$ cat config.mk
export PLATFORM = sky130hd
export DESIGN_NAME = keyboard_decoder
export DESIGN_NICKNAME = d
export VERILOG_FILES = /design/src/rtl/keyboard_pkg.sv /design/src/rtl/ps2_rx.sv /design/src/rtl/keyboard_decoder.sv
export SDC_FILE = /design/constraint.sdc
export NUM_CORES = 1
export LEC_CHECK = 0
export ABC_AREA = 0
export CORE_MARGIN = 1.5
export CORE_UTILIZATION = 45
export DETAILED_ROUTE_END_ITERATION = 10
export PLACE_DENSITY = 0.8
export SKIP_LAST_GASP = 1
export SLEW_MARGIN = 20
export SYNTH_ARGS = -nofsm -noshare
export SYNTH_HDL_FRONTEND = slang
export SYNTH_SLANG_ARGS = --single-unit
$ cat constraint.sdc
create_clock -name clk -period 5.45 [get_ports clk]
set_input_delay 1.09 -clock clk [delete_from_list [all_inputs] [get_ports clk]]
set_output_delay 1.09 -clock clk [all_outputs]
set_load 0.01 [all_outputs]
$ cat src/rtl/keyboard_pkg.sv
// Shared PS/2 keyboard definitions: prefix bytes, scan FSM states and key codes
// used by the decoder and by downstream key-driven control logic.
package keyboard_pkg;

  localparam logic [7:0] PREFIX_EXT = 8'hE0;
  localparam logic [7:0] PREFIX_BRK = 8'hF0;

  localparam logic [8:0] KEY_ENTER = 9'h05A;
  localparam logic [8:0] KEY_ESC   = 9'h076;
  localparam logic [8:0] KEY_SPACE = 9'h029;
  localparam logic [8:0] KEY_UP    = 9'h175;
  localparam logic [8:0] KEY_DOWN  = 9'h172;

  typedef enum logic [1:0] {
    ST_IDLE    = 2'd0,
    ST_EXT     = 2'd1,
    ST_BRK     = 2'd2,
    ST_EXT_BRK = 2'd3
  } scan_state_t;

  // Keyboard status/response bytes that never carry a key code.
  function automatic logic is_discard(input logic [7:0] b);
    logic r;
    case (b)
      8'hE1, 8'hFA, 8'hAA, 8'hEE, 8'hFC, 8'h00, 8'hFF: r = 1'b1;
      default: r = 1'b0;
    endcase
    return r;
  endfunction

  // Odd parity over data byte plus parity bit.
  function automatic logic odd_parity_ok(input logic [8:0] v);
    return ^v;
  endfunction

endpackage

$ cat src/rtl/ps2_rx.sv
// PS/2 receiver: synchronizes and filters the keyboard lines, shifts in 11-bit
// frames on filtered falling clock edges, checks framing and drops stale partial frames.
module ps2_rx
  import keyboard_pkg::*;
#(
  parameter int FILTER_LEN     = 8,
  parameter int TIMEOUT_CYCLES = 10000
) (
  input  logic       clk,
  input  logic       reset,
  input  logic       i_ps2_clk,
  input  logic       i_ps2_data,
  output logic [7:0] o_byte,
  output logic       o_byte_valid,
  output logic       o_frame_err
);

  localparam int FW = $clog2(FILTER_LEN + 1);
  localparam int TW = $clog2(TIMEOUT_CYCLES + 1);

  logic [1:0]    r_clk_sync;
  logic [1:0]    r_data_sync;
  logic [FW-1:0] r_filt_cnt;
  logic          r_clk_filt;
  logic          r_clk_filt_d;
  logic [3:0]    r_bit_cnt;
  logic [9:0]    r_frame;
  logic [TW-1:0] r_to_cnt;
  logic [7:0]    r_byte;
  logic          r_byte_valid;
  logic          r_frame_err;
  logic          w_fall;
  logic          w_frame_ok;

  assign w_fall     = r_clk_filt_d & ~r_clk_filt;
  assign w_frame_ok = (r_frame[0] == 1'b0) && odd_parity_ok(r_frame[9:1]) && r_data_sync[1];

  // Two-flop synchronizers, then a level filter that needs FILTER_LEN agreeing samples.
  always_ff @(posedge clk or negedge reset) begin
    if (!reset) begin
      r_clk_sync   <= 2'b11;
      r_data_sync  <= 2'b11;
      r_filt_cnt   <= '0;
      r_clk_filt   <= 1'b1;
      r_clk_filt_d <= 1'b1;
    end else begin
      r_clk_sync   <= {r_clk_sync[0], i_ps2_clk};
      r_data_sync  <= {r_data_sync[0], i_ps2_data};
      r_clk_filt_d <= r_clk_filt;
      if (r_clk_sync[1] == r_clk_filt) begin
        r_filt_cnt <= '0;
      end else if (r_filt_cnt == FW'(FILTER_LEN - 1)) begin
        r_clk_filt <= r_clk_sync[1];
        r_filt_cnt <= '0;
      end else begin
        r_filt_cnt <= r_filt_cnt + 1'b1;
      end
    end
  end

  // Frame assembly; the 11th edge carries the stop bit and closes the frame.
  always_ff @(posedge clk or negedge reset) begin
    if (!reset) begin
      r_bit_cnt    <= 4'd0;
      r_frame      <= 10'd0;
      r_to_cnt     <= '0;
      r_byte       <= 8'd0;
      r_byte_valid <= 1'b0;
      r_frame_err  <= 1'b0;
    end else begin
      r_byte_valid <= 1'b0;
      r_frame_err  <= 1'b0;
      if (w_fall) begin
        r_to_cnt <= '0;
        if (r_bit_cnt == 4'd10) begin
          r_bit_cnt <= 4'd0;
          if (w_frame_ok) begin
            r_byte       <= r_frame[8:1];
            r_byte_valid <= 1'b1;
          end else begin
            r_frame_err <= 1'b1;
          end
        end else begin
          r_frame   <= {r_data_sync[1], r_frame[9:1]};
          r_bit_cnt <= r_bit_cnt + 4'd1;
        end
      end else if (r_bit_cnt != 4'd0) begin
        // A silent line mid-frame means the keyboard gave up; realign on the next start bit.
        if (r_to_cnt == TW'(TIMEOUT_CYCLES - 1)) begin
          r_bit_cnt <= 4'd0;
          r_to_cnt  <= '0;
        end else begin
          r_to_cnt <= r_to_cnt + 1'b1;
        end
      end else begin
        r_to_cnt <= '0;
      end
    end
  end

  assign o_byte       = r_byte;
  assign o_byte_valid = r_byte_valid;
  assign o_frame_err  = r_frame_err;

endmodule

$ cat src/rtl/keyboard_decoder.sv
// PS/2 keyboard front end: turns E0/F0-prefixed scan bytes into 9-bit key events
// and maintains the pressed-key bitmap.
module keyboard_decoder
  import keyboard_pkg::*;
#(
  parameter int FILTER_LEN     = 8,
  parameter int TIMEOUT_CYCLES = 10000
) (
  input  logic         clk,
  input  logic         reset,
  input  logic         PS2_CLK,
  input  logic         PS2_DATA,
  output logic [8:0]   last_change,
  output logic         key_valid,
  output logic [511:0] key_down,
  output logic         frame_err
);

  logic [7:0]   w_byte;
  logic         w_byte_valid;
  logic         w_frame_err;
  scan_state_t  r_state;
  scan_state_t  w_next_state;
  logic         w_emit;
  logic         w_make;
  logic [8:0]   w_code;
  logic [8:0]   r_last_change;
  logic         r_key_valid;
  logic [511:0] r_key_down;

  ps2_rx #(
    .FILTER_LEN    (FILTER_LEN),
    .TIMEOUT_CYCLES(TIMEOUT_CYCLES)
  ) u_rx (
    .clk         (clk),
    .reset       (reset),
    .i_ps2_clk   (PS2_CLK),
    .i_ps2_data  (PS2_DATA),
    .o_byte      (w_byte),
    .o_byte_valid(w_byte_valid),
    .o_frame_err (w_frame_err)
  );

  // Scan FSM state register.
  always_ff @(posedge clk or negedge reset) begin
    if (!reset) begin
      r_state <= ST_IDLE;
    end else begin
      r_state <= w_next_state;
    end
  end

  // Prefix tracking and key-code formation.
  always_comb begin
    w_next_state = r_state;
    w_emit       = 1'b0;
    w_make       = 1'b0;
    w_code       = {(r_state == ST_EXT) || (r_state == ST_EXT_BRK), w_byte};
    if (w_frame_err) begin
      w_next_state = ST_IDLE;
    end else if (w_byte_valid) begin
      if (w_byte == PREFIX_EXT) begin
        case (r_state)
          ST_IDLE: w_next_state = ST_EXT;
          ST_BRK:  w_next_state = ST_EXT_BRK;
          default: w_next_state = r_state;
        endcase
      end else if (w_byte == PREFIX_BRK) begin
        case (r_state)
          ST_IDLE: w_next_state = ST_BRK;
          ST_EXT:  w_next_state = ST_EXT_BRK;
          default: w_next_state = r_state;
        endcase
      end else if (is_discard(w_byte)) begin
        w_next_state = r_state;
      end else begin
        w_emit       = 1'b1;
        w_make       = (r_state == ST_IDLE) || (r_state == ST_EXT);
        w_next_state = ST_IDLE;
      end
    end else begin
      w_next_state = r_state;
    end
  end

  // Event bus registers; a repeated make simply rewrites the same bitmap value.
  always_ff @(posedge clk or negedge reset) begin
    if (!reset) begin
      r_last_change <= 9'd0;
      r_key_valid   <= 1'b0;
      r_key_down    <= '0;
    end else begin
      r_key_valid <= w_emit;
      if (w_emit) begin
        r_last_change      <= w_code;
        r_key_down[w_code] <= w_make;
      end else begin
        r_last_change <= r_last_change;
      end
    end
  end

  assign last_change = r_last_change;
  assign key_valid   = r_key_valid;
  assign key_down    = r_key_down;
  assign frame_err   = w_frame_err;

endmodule
==> flow_summary.ini, run 1 <==
[placed_design]
place_ws_ns = 1.90
dpl_cell_area_um2 = 29200
dp.cells = 3145
dp_hpwl_um = 54600
gp_congestion = 0.829
numPortBuffers = 526

[layout]
nNetsFinal = 2530
final-instance-count-excl-fill = 3252
diodes = 0
area_growth_pct = 32.2
design_area_um2 = 31200
final_util_pct = 60.5
layout-drive-gt1-share_pct = 8.36

[sta]
tightest_slew_ns = 1.20
fin_hold_ws_ns = 0.355
fin_skew_ns = 0.0255
fin_crit_ns = 3.67
finalHoldViolations = 0
max_freq_mhz = 273
rsz0062_at_grt = no
finalSetupViolCount = 0
slew_headroom_pct = 20.1
slew_violations = 0
period_share_pct = 67.3
finalSetupTns_ns = 0
finalWorstSetupSlack_ns = 1.78

[clock_tree]
root_buffer = clkbuf_16
htreeDepth = 2
clk_pin_slew_ns = 0.07
cts_sinks = 572
cts_buffer_depth = 3
post_cts_buffers = 0
cts_tree = yes
clk-insertion-delay-late_ns = 0.63
hold_buffers = 0
cts_made_buffers = 57
cts_resized = 0

[global_routing]
overflow = 0
grtUsageTotal_pct = 30.3
grt_antenna_before_repair = 1
grt_max_degree = 169
grt_pass1_vias = 19500
grt_pass1_wl_um = 123000

[synthesis]
ys_ff_latch = 572
netlist_area_um2 = 23600
synthTopCellsByArea = dfrtp_1, o31ai_1, o21ai_0
syn-num-nets = 2123
synth_commonest_cells = dfrtp_1, o31ai_1, o21ai_0
yosysMostFrequentCell = dfrtp_1
syn_area_per_cell_um2 = 11.2
synthArstFlopShare_pct = 100
synth-edff-count = 0
syn_inst = 2117
synth-warning-count = 0
synthFlopType = dfrtp_1
yosysSeqAreaShare_pct = 60.6
synth.largest_area_cell = dfrtp_1
yosysTopAreaCellShare_pct = 60.0
yosysUniqueCellTypes = 63

[critical_path]
start_kind = register
end_kind = register
crit_fanout = 98
slowest_stage = buf_4
cpMostUsedCell = buf_4
ff2ff_setup_slack_ns = 1.78
cpPeakStageDelay_ns = 0.86
crit_arrival_ns = 4.19
path_buf_inv = 2
cp_cell_sequence = nand3_2, o31a_1, nand3_4, buf_4, buf_4, o31ai_1, o41ai_1
cp_num_cells = 7
cp_data_required_time_ns = 5.97
cp_top_family = buffers and inverters
worstSetupPathType = reg2reg
r2r_cells = 7

[floorplanning]
die_x_um = 232
start_util_pct = 45.8
die_area_um2 = 53900
coreArea_um2 = 51600
die_h_um = 232
ioPinCount = 527
rows = 83

[pwr]
design_power_total_mw = 8.92
irDropWorstVdd_mv = 0.247
p_leak_nw = 12.8
power_density_nw_per_um2 = 285

[worst_hold_path]
hp-class = reg2reg
hold_depth = 0

[drt]
wl_per_cell_um = 25.4
viasPerCell = 6.12
dr.pass1.iters = 6
drcViolationCount = 0
wl_um = 82500
vias = 19900
drt-initial-drc-count = 2273
ant_nets = 0

[run_status]
outcome = complete, no violations

[run]
max-cap-violations = 0
-- layout by cell type (no fill, tap or decap), types with 3 or more instances in the layout --
cell,n
nand3_4,3
clkbuf_1,8
nand2_4,9
nor3_4,3
clkbuf_8,19
nor3_1,6
nand3b_1,3
dfstp_2,6
and3_1,4
o21ai_1,22
clkinv_2,12
nand2b_1,7
mux2_2,24
mux2_1,3
nand3_1,24
clkdlybuf4s50_1,525
nand2_1,124
buf_4,28
xnor2_1,14
nor3b_2,4
o41ai_1,14
nor2_1,28
o31ai_1,495
nor2_2,10
bufinv_16,6
xor2_1,8
inv_1,6
clkbuf_16,57
and2_1,3
nor2b_1,7
nor4_1,3
o21ai_0,466
buf_12,5
dfrtp_1,565
-- registers in the layout (all words and copies together) (netlist names), 2 cells and up --
name / cells
u_rx.r_clk_sync: 2
u_rx.o_byte: 8
u_rx.r_frame: 10
u_rx.r_bit_cnt: 4
u_rx.r_to_cnt: 14
last_change: 9
key_down: 512
r_state: 2
u_rx.r_filt_cnt: 4
u_rx.r_data_sync: 2
-- where the power goes --
| part | leakage, nW | internal (mW) | switching (mW) |
|---|---|---|---|
| Sequential | 7.96 | 4.30 | 0.0616 |
| Combinational | 3.84 | 0.135 | 0.217 |
| Clock | 1.00 | 2.47 | 1.73 |
-- layer usage --
metal / share of wire, % / track usage, % / routed length, µm
met3: 9.4 / 8.14 / 7800
met5: 0.0097 / 0 / 8
met1: 39 / 39.0 / 32100
met4: 5.4 / 15.6 / 4480
met2: 46 / 47.0 / 38100
-- final cells by class --
| type | count | area [µm²] |
|---|---|---|
| repair buffers | 559 | 5580 |
| multi-input cells | 1327 | 8440 |
| clock inverters | 23 | 294 |
| inverters | 7 | 26.3 |
| flip-flops and latches | 572 | 14300 |
| well taps | 680 | 851 |
| clock buffers | 84 | 1720 |
| fillers | 4059 | 20400 |
-- worst reg2reg max path, stage by stage, from the launching register on --
cell	delay (ns)
dfrtp_1	0.77
nand3_2	0.30
o31a_1	0.37
nand3_4	0.09
buf_4	0.63
buf_4	0.94
o31ai_1	0.38
o41ai_1	0.10
-- final timing paths --
check	start	end
min in group asynchronous	reset	key_down[349]
max reg2reg	u_rx.o_byte[5]	key_down[168]
max	u_rx.o_byte[5]	key_down[168]
max in group asynchronous	reset	key_down[255]
min reg2reg	u_rx.r_clk_sync[0]	u_rx.r_clk_sync[1]
min	u_rx.r_clk_sync[0]	u_rx.r_clk_sync[1]
-- kinds of logic (layout without fill, tap and decap cells) --
family	count (synthesis)	count (layout)	synth area share (%)
compound gates	1013	1013	27.2
xor+xnor	23	23	0.885
fa+ha+maj	2	2	0.106
buf+inv	218	673	4.02
flops	572	572	60.6
mux	29	29	1.42
simple gates	260	260	5.75
Power figures use the tool's default switching activity.
==> run 2: changes to the inputs <==
--- a/config.mk
+++ b/config.mk
@@ -9,7 +9,7 @@
 export CORE_MARGIN = 1.5
 export CORE_UTILIZATION = 45
 export DETAILED_ROUTE_END_ITERATION = 10
-export PLACE_DENSITY = 0.8
+export PLACE_DENSITY = 0.82
 export SKIP_LAST_GASP = 1
 export SLEW_MARGIN = 20
 export SYNTH_ARGS = -nofsm -noshare
==> constraint.sdc (replaced) <==
create_clock -name clk -period 3.2 [get_ports clk]
set_input_delay 0.64 -clock clk [delete_from_list [all_inputs] [get_ports clk]]
set_output_delay 0.64 -clock clk [all_outputs]
set_load 0.01 [all_outputs]
==> flow_summary.ini, run 2 (synthesis gave the netlist of run 1 again) <==
[critical_path]
cp_cell_sequence = nand2b_1, nor2_2, buf_4, nand2_1, o21ai_0, o31ai_1
cp_data_required_time_ns = 3.69
worstSetupPathType = reg2reg
cp_top_family = simple AND/OR/NAND/NOR gates
start_kind = register
crit_arrival_ns = 3.31
path_buf_inv = 1
crit_fanout = 17
cpPeakStageDelay_ns = 0.85
slowest_stage = dfrtp_1
end_kind = register

[layout]
layout-drive-gt1-share_pct = 10.1
final_common_cell = dfrtp_1
diodes = 0
seq_area_um2 = 14300
final-instance-count-excl-fill = 3300
multiInputGateArea_um2 = 8420
nNetsFinal = 2579
mostFrequentLayoutCells = dfrtp_1, clkdlybuf4s50_1, o31ai_1, o21ai_0, nand2_1
area_growth_pct = 34.5
fill_cells = 3990
largest_reg_flops = 512

[run_status]
outcome = complete, no violations

[sta]
finalSetupTns_ns = 0
tightest_slew_ns = 1.02
finalSetupViolCount = 0
finalHoldViolations = 0
period_share_pct = 88.2
slew_headroom_pct = 31.6
max_freq_mhz = 354
rsz0062_at_grt = no
fin_skew_ns = 0.0257
fin_crit_ns = 2.82
slew_violations = 0

[global_routing]
grt_pass1_wl_um = 124000
grt_pass1_vias = 19500
grt_antenna_before_repair = 1
overflow = 0
grtUsageTotal_pct = 30.5
grt_max_degree = 107

[pwr]
p_sw_mw = 3.40
p_clk_share_pct = 46.9
seqPwrFrac_pct = 49.0
intPower_mw = 11.8
p_leak_nw = 13.1
netSwitchingFraction_pct = 22.4
combPwrFrac_pct = 4.1
irDropWorstVdd_mv = 0.529
power_density_nw_per_um2 = 477

[drt]
vias = 20200
dr.pass1.iters = 6
highest_layer = met5
viasPerCell = 6.12
wl_met3_um = 7450
wl_um = 83500
m1WireLength_um = 32800
wl_met2_um = 38400
ant_nets = 0
drcViolationCount = 0
drt-initial-drc-count = 2272
wl_per_cell_um = 25.3

[run]
max-cap-violations = 0

[placed_design]
numPortBuffers = 526
dp.cells = 3192
dp_hpwl_um = 56900
gp_congestion = 0.881

[clock_tree]
htreeDepth = 2
cts_buffer_depth = 3
cts_made_buffers = 58
cts_resized = 0
post_cts_buffers = 0
clk_pin_slew_ns = 0.07
cts_tree = yes
clk-insertion-delay-late_ns = 0.63
hold_buffers = 0
root_buffer = clkbuf_16
cts_sinks = 572

[worst_hold_path]
hp-class = in2async

[floorplanning]
die_h_um = 232
start_util_pct = 45.8
die_x_um = 232
rows = 83
die_area_um2 = 53900
ioPinCount = 527
coreArea_um2 = 51600
[run 2: cell count changes in the layout (fill, tap and decap cells not counted), sizes merged]
cell / before / now
bufinv: 6 / 7
inv: 10 / 9
clkinvlp: 1 / 3
clkinv: 13 / 18
clkbuf: 84 / 77
buf: 34 / 82
[run 2: path summary, 6_finish.rpt]
| path | startpoint | to | slack (ns) | depth (start not counted) |
|---|---|---|---|---|
| min in group clk | u_rx.r_clk_sync[0] | u_rx.r_clk_sync[1] | 0.36 | 0 |
| min | reset | key_down[370] | 0.12 | 1 |
| max in group asynchronous | reset | key_down[164] | 2.18 | 2 |
| min reg2reg | u_rx.r_clk_sync[0] | u_rx.r_clk_sync[1] | 0.36 | 0 |
| max reg2reg | u_rx.o_byte[4] | key_down[413] | 0.38 | 6 |
| max | u_rx.o_byte[4] | key_down[413] | 0.38 | 6 |
[run 2: through the flow]
stage | hold WS [ns] | utilization (%) | power, mW | setup slack, ns | instance area [µm²]
2_1_floorplan | 0.344 | - | 7.89 | 1.36 | 23600
3_3_place_gp | 0.346 | 57.6 | 8.12 | 0.526 | 29700
3_5_place_dp | 0.353 | 57.6 | 8.17 | 0.400 | 29700
4_1_cts | 0.144 | 61.5 | 15.2 | 0.399 | 31700
5_1_grt | 0.159 | 61.6 | 15.6 | 0.304 | 31800
6_report | 0.119 | 61.6 | 15.2 | 0.379 | 31800
[run 2: layout make-up]
class / count / area share, %
Sequential cell: 572 / 45.1
Multi-Input combinational cell: 1327 / 26.5
Timing Repair Buffer: 607 / 19.3
Clock buffer: 77 / 5.20
Tap cell: 680 / 2.68
Clock inverter: 30 / 1.13
Inverter: 7 / 0.0827
[run 2: power by group through the flow]
stage | Clock (mW) | Sequential, mW | Combinational, mW
3_3_place_gp | 0 | 7.54 | 0.583
5_1_grt | 7.51 | 7.43 | 0.695
6_report | 7.11 | 7.43 | 0.629
3_5_place_dp | 0 | 7.55 | 0.616
4_1_cts | 7.20 | 7.42 | 0.625
2_1_floorplan | 0 | 7.51 | 0.376
[run 2: worst register-to-register path, cell delays in order (launching register included)]
cell      delay [ns]
dfrtp_1         0.85
nand2b_1        0.28
nor2_2          0.72
buf_4           0.29
nand2_1         0.20
o21ai_0         0.25
o31ai_1         0.10
[run 2: routing by layer]
| layer | up-vias | track usage [%] |
|---|---|---|
| met5 | - | 0 |
| met4 | 2 | 16.7 |
| met3 | 235 | 8.24 |
| met2 | 989 | 47.5 |
| met1 | 10100 | 38.7 |
| li1 | 8896 | - |
==> run 3: changes to the inputs <==
--- a/config.mk
+++ b/config.mk
@@ -6,6 +6,7 @@
 export NUM_CORES = 1
 export LEC_CHECK = 0
 export ABC_AREA = 0
+export CAP_MARGIN = 25
 export CORE_MARGIN = 1.5
 export CORE_UTILIZATION = 45
 export DETAILED_ROUTE_END_ITERATION = 10
==> flow_summary.ini, run 3 (synthesis gave the netlist of run 1 again) <==
[critical_path]
cp_cell_sequence = nand2b_1, nor2_2, buf_4, nand2_1, o21ai_0, o31ai_1
r2r_cells = 6
crit_fanout = 17
slowest_stage = dfrtp_1
worstSetupPathType = reg2reg
r2r_end = key_down[413]
crit_arrival_ns = 3.38
start_kind = register
r2r-start = u_rx.o_byte[4]
cpPeakStageDelay_ns = 0.85
ff2ff_setup_slack_ns = 0.31
startpoint = u_rx.o_byte[4]
end_kind = register
cp_data_required_time_ns = 3.69

[clock_tree]
clk_pin_slew_ns = 0.07
root_buffer = clkbuf_16
clk-insertion-delay-late_ns = 0.63
cts_sinks = 572
cts_made_buffers = 58
hold_buffers = 0
cts_buffer_depth = 3
cts_tree = yes
cts_resized = 0
htreeDepth = 2
post_cts_buffers = 0

[pwr]
intPower_mw = 11.8
combPwrFrac_pct = 4.1
power_density_nw_per_um2 = 477
design_power_total_mw = 15.2
seqPwrFrac_pct = 49.0
p_leak_nw = 13.1
irDropWorstVdd_mv = 0.532
p_sw_mw = 3.40
p_clk_share_pct = 46.9
netSwitchingFraction_pct = 22.4

[floorplanning]
coreArea_um2 = 51600
die_x_um = 232
ioPinCount = 527
rows = 83
start_util_pct = 45.8
die_area_um2 = 53900
die_h_um = 232

[layout]
layout-drive-gt1-share_pct = 10.2
area_growth_pct = 34.6
final_util_pct = 61.6
diodes = 0
nNetsFinal = 2581
largest_reg_flops = 512
design_area_um2 = 31800
final_common_cell = dfrtp_1
fill_cells = 3988
mostFrequentLayoutCells = dfrtp_1, clkdlybuf4s50_1, o31ai_1, o21ai_0, nand2_1

[drt]
viasPerCell = 6.13
dr.pass1.iters = 7
vias = 20300
drt-initial-drc-count = 2180
wl_per_cell_um = 25.3
drcViolationCount = 0
ant_nets = 0
wl_um = 83600

[sta]
tightest_slew_ns = 0.997
slew_headroom_pct = 33.5
slew_violations = 0
finalHoldViolations = 0
max_freq_mhz = 346
fin_crit_ns = 2.89
period_share_pct = 90.2
finalSetupViolCount = 0
finalSetupTns_ns = 0
fin_skew_ns = 0.0251
rsz0062_at_grt = no

[run]
max-cap-violations = 0

[global_routing]
grt_pass1_vias = 19500
grt_pass1_wl_um = 124000
grtUsageTotal_pct = 30.5
grt_antenna_before_repair = 1
overflow = 0
grt_max_degree = 107

[placed_design]
dp_hpwl_um = 56900
numPortBuffers = 526
dpl_cell_area_um2 = 29700
gp_congestion = 0.881

[run_status]
outcome = complete, no violations

[worst_hold_path]
hp-class = in2async
[run 3: cell types whose count changed in the layout (fill, tap and decap cells not counted)]
cell / previous run / this run
buf_8: 1 / 3
[run 3: worst max-delay path by stage]
| stage | cells after the start | endpoint |
|---|---|---|
| after floorplan | 6 | last_change[1] |
| after global placement | 6 | key_down[413] |
| after detailed placement | 6 | key_down[413] |
| after CTS | 6 | key_down[413] |
| after global routing | 6 | key_down[376] |
| final | 6 | key_down[413] |
[run 3: metrics by stage]
| stage | hold slack (ns) | cells | setup slack, ns |
|---|---|---|---|
| floorplan | 0.344 | 2117 | 1.36 |
| detailed placement | 0.353 | 3192 | 0.400 |
| finish | 0.117 | 3302 | 0.312 |
| global route | 0.159 | 3302 | 0.304 |
| global placement | 0.346 | 3192 | 0.526 |
| CTS | 0.144 | 3299 | 0.399 |
[run 3: routing by layer]
metal | global-route usage, % | wire, µm
met3 | 8.24 | 7940
met1 | 38.7 | 32300
met2 | 47.5 | 38300
met4 | 16.7 | 5020
met5 | 0 | 11
[run 3: layout make-up]
cell class	instances	area (µm²)	area share (%)
sequential	572	14300	45.0
inverter	7	26.3	0.0826
multi-input combinational	1327	8420	26.5
timing repair buffer	609	6170	19.4
clock inverter	30	359	1.13
clock buffer	77	1650	5.20
tap	680	851	2.68
[run 3: power by group through the flow]
stage | combinational (mW) | sequential (mW) | clock (mW)
2_1_floorplan | 0.376 | 7.51 | 0
3_3_place_gp | 0.583 | 7.54 | 0
3_5_place_dp | 0.616 | 7.55 | 0
4_1_cts | 0.625 | 7.42 | 7.20
5_1_grt | 0.695 | 7.43 | 7.51
6_report | 0.628 | 7.43 | 7.11
[run 3: critical path, delay by kind of cell, from the launching register on]
| family | cells | cell delay (ns) |
|---|---|---|
| AND/OR/NAND/NOR | 3 | 1.25 |
| flip-flops | 1 | 0.85 |
| buffers and inverters | 1 | 0.29 |
| AO/OA/AOI/OAI | 2 | 0.34 |
==> edit: new RTL, config.mk and constraints of run 3 <==
Remove the register `r_key_valid`: a continuous assignment takes its place, so the output `key_valid` follows one clock earlier.
--- a/src/rtl/keyboard_decoder.sv
+++ b/src/rtl/keyboard_decoder.sv
@@ -89,6 +89,4 @@
       r_last_change <= 9'd0;
-      r_key_valid   <= 1'b0;
       r_key_down    <= '0;
     end else begin
-      r_key_valid <= w_emit;
       if (w_emit) begin
@@ -102,2 +100,4 @@
 
+  assign r_key_valid = w_emit;
+
   assign last_change = r_last_change;
Formal check against the unedited RTL: same outputs for any inputs over 4 cycles, from zero or initial values and one cycle with reset low; that may be too few to reach the edited logic, so the function may still have changed.
==> edit against run 3 <==
- sequential cell count fell by 1
- routed wire length down 1.4%
- power decreased by 1.4%
- synthesized area is 0.11% lower
- cell count about the same
- setup slack improved by 0.024 ns
- register-to-register slack gained 0.28 ns
- final area decreased by 0.11%
- critical endpoint is now key_valid
- largest cell class unchanged
- largest power group unchanged
==> edit: results (changes against run 3) <==
\begin{tabular}{lr}
\hline
Metric & Value \\
\hline
\multicolumn{2}{l}{\textbf{Placed design}} \\
\quad \# placed instances & 3,189 (was 3,192) \\
\quad Weighted congestion reported at the end of routability-driven placement & 0.900 (was 0.881) \\
\quad Detail Placement HPWL & 56,000 um (was 56,900 um) \\
\quad Cell area after placement & 29,700 um2 (about the same) \\
\multicolumn{2}{l}{\textbf{Global routing}} \\
\quad Wire length of the first global-routing pass & 124,000 um (about the same) \\
\quad GRT Resource Usage Total & 0.303 (was 0.305) \\
\quad Maximum number of pins on one net before global-route repair & 103 (was 107) \\
\multicolumn{2}{l}{\textbf{Final layout}} \\
\quad Filler cells & 3,994 (was 3,988) \\
\quad Layout cells sized above 1 & 0.103 (was 0.102) \\
\multicolumn{2}{l}{\textbf{Timing}} \\
\quad Clock Skews & 0.0315 ns (was 0.0251 ns) \\
\multicolumn{2}{l}{\textbf{Detailed routing}} \\
\quad Overall routed net length & 82,500 um (was 83,600 um) \\
\quad Via total after detailed routing & 20,200 (was 20,300) \\
\quad Number of DRC markers in iteration 0 & 1,970 (was 2,180) \\
\quad First-pass DRT Iterations & 6 (was 7) \\
\quad Via density per instance & 6.12 (was 6.13) \\
\multicolumn{2}{l}{\textbf{Synthesis}} \\
\quad Top cells by instance count after synthesis & dfrtp\_1, o31ai\_1, o21ai\_0 (unchanged) \\
\quad Mapped Avg Cell Area & 11.2 um2 (about the same) \\
\quad Share of the yosys chip area belonging to registers & 0.606 (about the same) \\
\quad Top area cells in the synthesized netlist & dfrtp\_1, o31ai\_1, o21ai\_0 (unchanged) \\
\quad Post-synth net total & 2,122 (was 2,123) \\
\quad Async set-reset flop share out of synthesis & 1.00 (unchanged) \\
\multicolumn{2}{l}{\textbf{Run status}} \\
\quad Run status & complete, no violations (unchanged) \\
\multicolumn{2}{l}{\textbf{Clocking}} \\
\quad Root Buffer Master & clkbuf\_16 (unchanged) \\
\multicolumn{2}{l}{\textbf{Critical path}} \\
\quad Crit-path leading delay family & compound AO/OA/AOI/OAI gates (was simple AND/OR/NAND/NOR gates) \\
\quad Register-to-register setup slack & 0.59 ns (was 0.31 ns) \\
\quad Max stage delay cell, worst path & dfrtp\_2 (was dfrtp\_1) \\
\quad Arr. time, crit path & 2.22 ns (was 3.38 ns) \\
\quad Capture instance of the worst register-to-register path & key\_down[193]\$\_DFFE\_PN0P\_ (was key\_down[413]\$\_DFFE\_PN0P\_) \\
\multicolumn{2}{l}{\textbf{Power}} \\
\quad Peak supply drop & 0.437 mV (was 0.532 mV) \\
\quad Static Leak & 0.0131 uW (about the same) \\
\multicolumn{2}{l}{\textbf{Hold path}} \\
\quad Path type of the worst min-delay path & register to register (was input port to async pin) \\
\quad End of the worst hold path & u\_rx.r\_clk\_sync[1]\$\_DFF\_PN1\_ \\
\hline
\end{tabular}
[edit: cell types whose count changed after synthesis, sizes merged]
cell,change
dfrtp,-1
[edit: through the flow]
step	hold slack, ns	total power [uW]
floorplan	0.344	7880
global placement	0.346	8090
detailed placement	0.349	8140
CTS	0.358	15100
global route	0.361	15400
finish	0.357	15000
[edit: cells by family after synthesis]
logic type / count (synthesis) / share of synthesized area
buffers and inverters: 218 / 0.0402
adder cells (fa/ha/maj): 2 / 0.00106
AO/OA/AOI/OAI: 1013 / 0.272
AND/OR/NAND/NOR: 260 / 0.0575
multiplexers: 29 / 0.0143
XOR/XNOR: 23 / 0.00886
flip-flops: 571 / 0.606
[edit: report_power, final]
group          internal (uW)  leakage, uW  switching (uW)
clock                   4070     0.000964            2870
sequential              7310      0.00794            94.3
combinational            241      0.00420             356
[edit: worst register-to-register path: cells and delay by family, from the launching register on]
| kind | cells | cell delay [ns] |
|---|---|---|
| flops | 1 | 0.53 |
| compound gates | 2 | 0.43 |
| buf+inv | 1 | 0.27 |
| simple gates | 3 | 1.24 |
[edit: cell type report]
class,count,area (um2),share of cell area
sequential,571,14300,0.450
inverter,7,26.3,0.000827
clock inverter,18,218,0.00685
tap,680,851,0.0268
multi-input combinational,1327,8450,0.266
clock buffer,87,1740,0.0549
antenna,1,2.50,0.0000788
timing repair buffer,613,6170,0.194
[edit: timing repair]
action	CTS	global route
hold buffers	1	0
gates resized for setup	4	9
endpoints found under the setup margin	1	1
setup buffers	7	0
pin swaps	2	1
endpoints found under the hold margin	14	0
[edit: worst max-delay path by stage]
| stage | from | to | slack (ns) | depth (start not counted) |
|---|---|---|---|---|
| 2_1_floorplan | u_rx.o_byte[3]$_DFFE_PN0P_ | key_valid | 1.08 | 6 |
| 3_3_place_gp | u_rx.o_byte[1]$_DFFE_PN0P_ | key_valid | 0.34 | 6 |
| 3_5_place_dp | u_rx.o_byte[1]$_DFFE_PN0P_ | key_valid | 0.31 | 6 |
| 4_1_cts | u_rx.o_byte[5]$_DFFE_PN0P_ | key_valid | 0.006 | 7 |
| 5_1_grt | u_rx.o_byte[3]$_DFFE_PN0P_ | key_valid | 0.29 | 6 |
| 6_report | u_rx.o_byte[3]$_DFFE_PN0P_ | key_valid | 0.34 | 6 |
[edit: metal layers]
metal  global-route usage  part of all wire  up-vias  wire length [um]
met5                    0                 0        -                 0
li1                     -                 -     8886                 -
met2                0.474              0.46     1057             38000
met4                0.157             0.057        0              4720
met3               0.0819             0.091      239              7540
met1                0.387              0.39    10000             32200
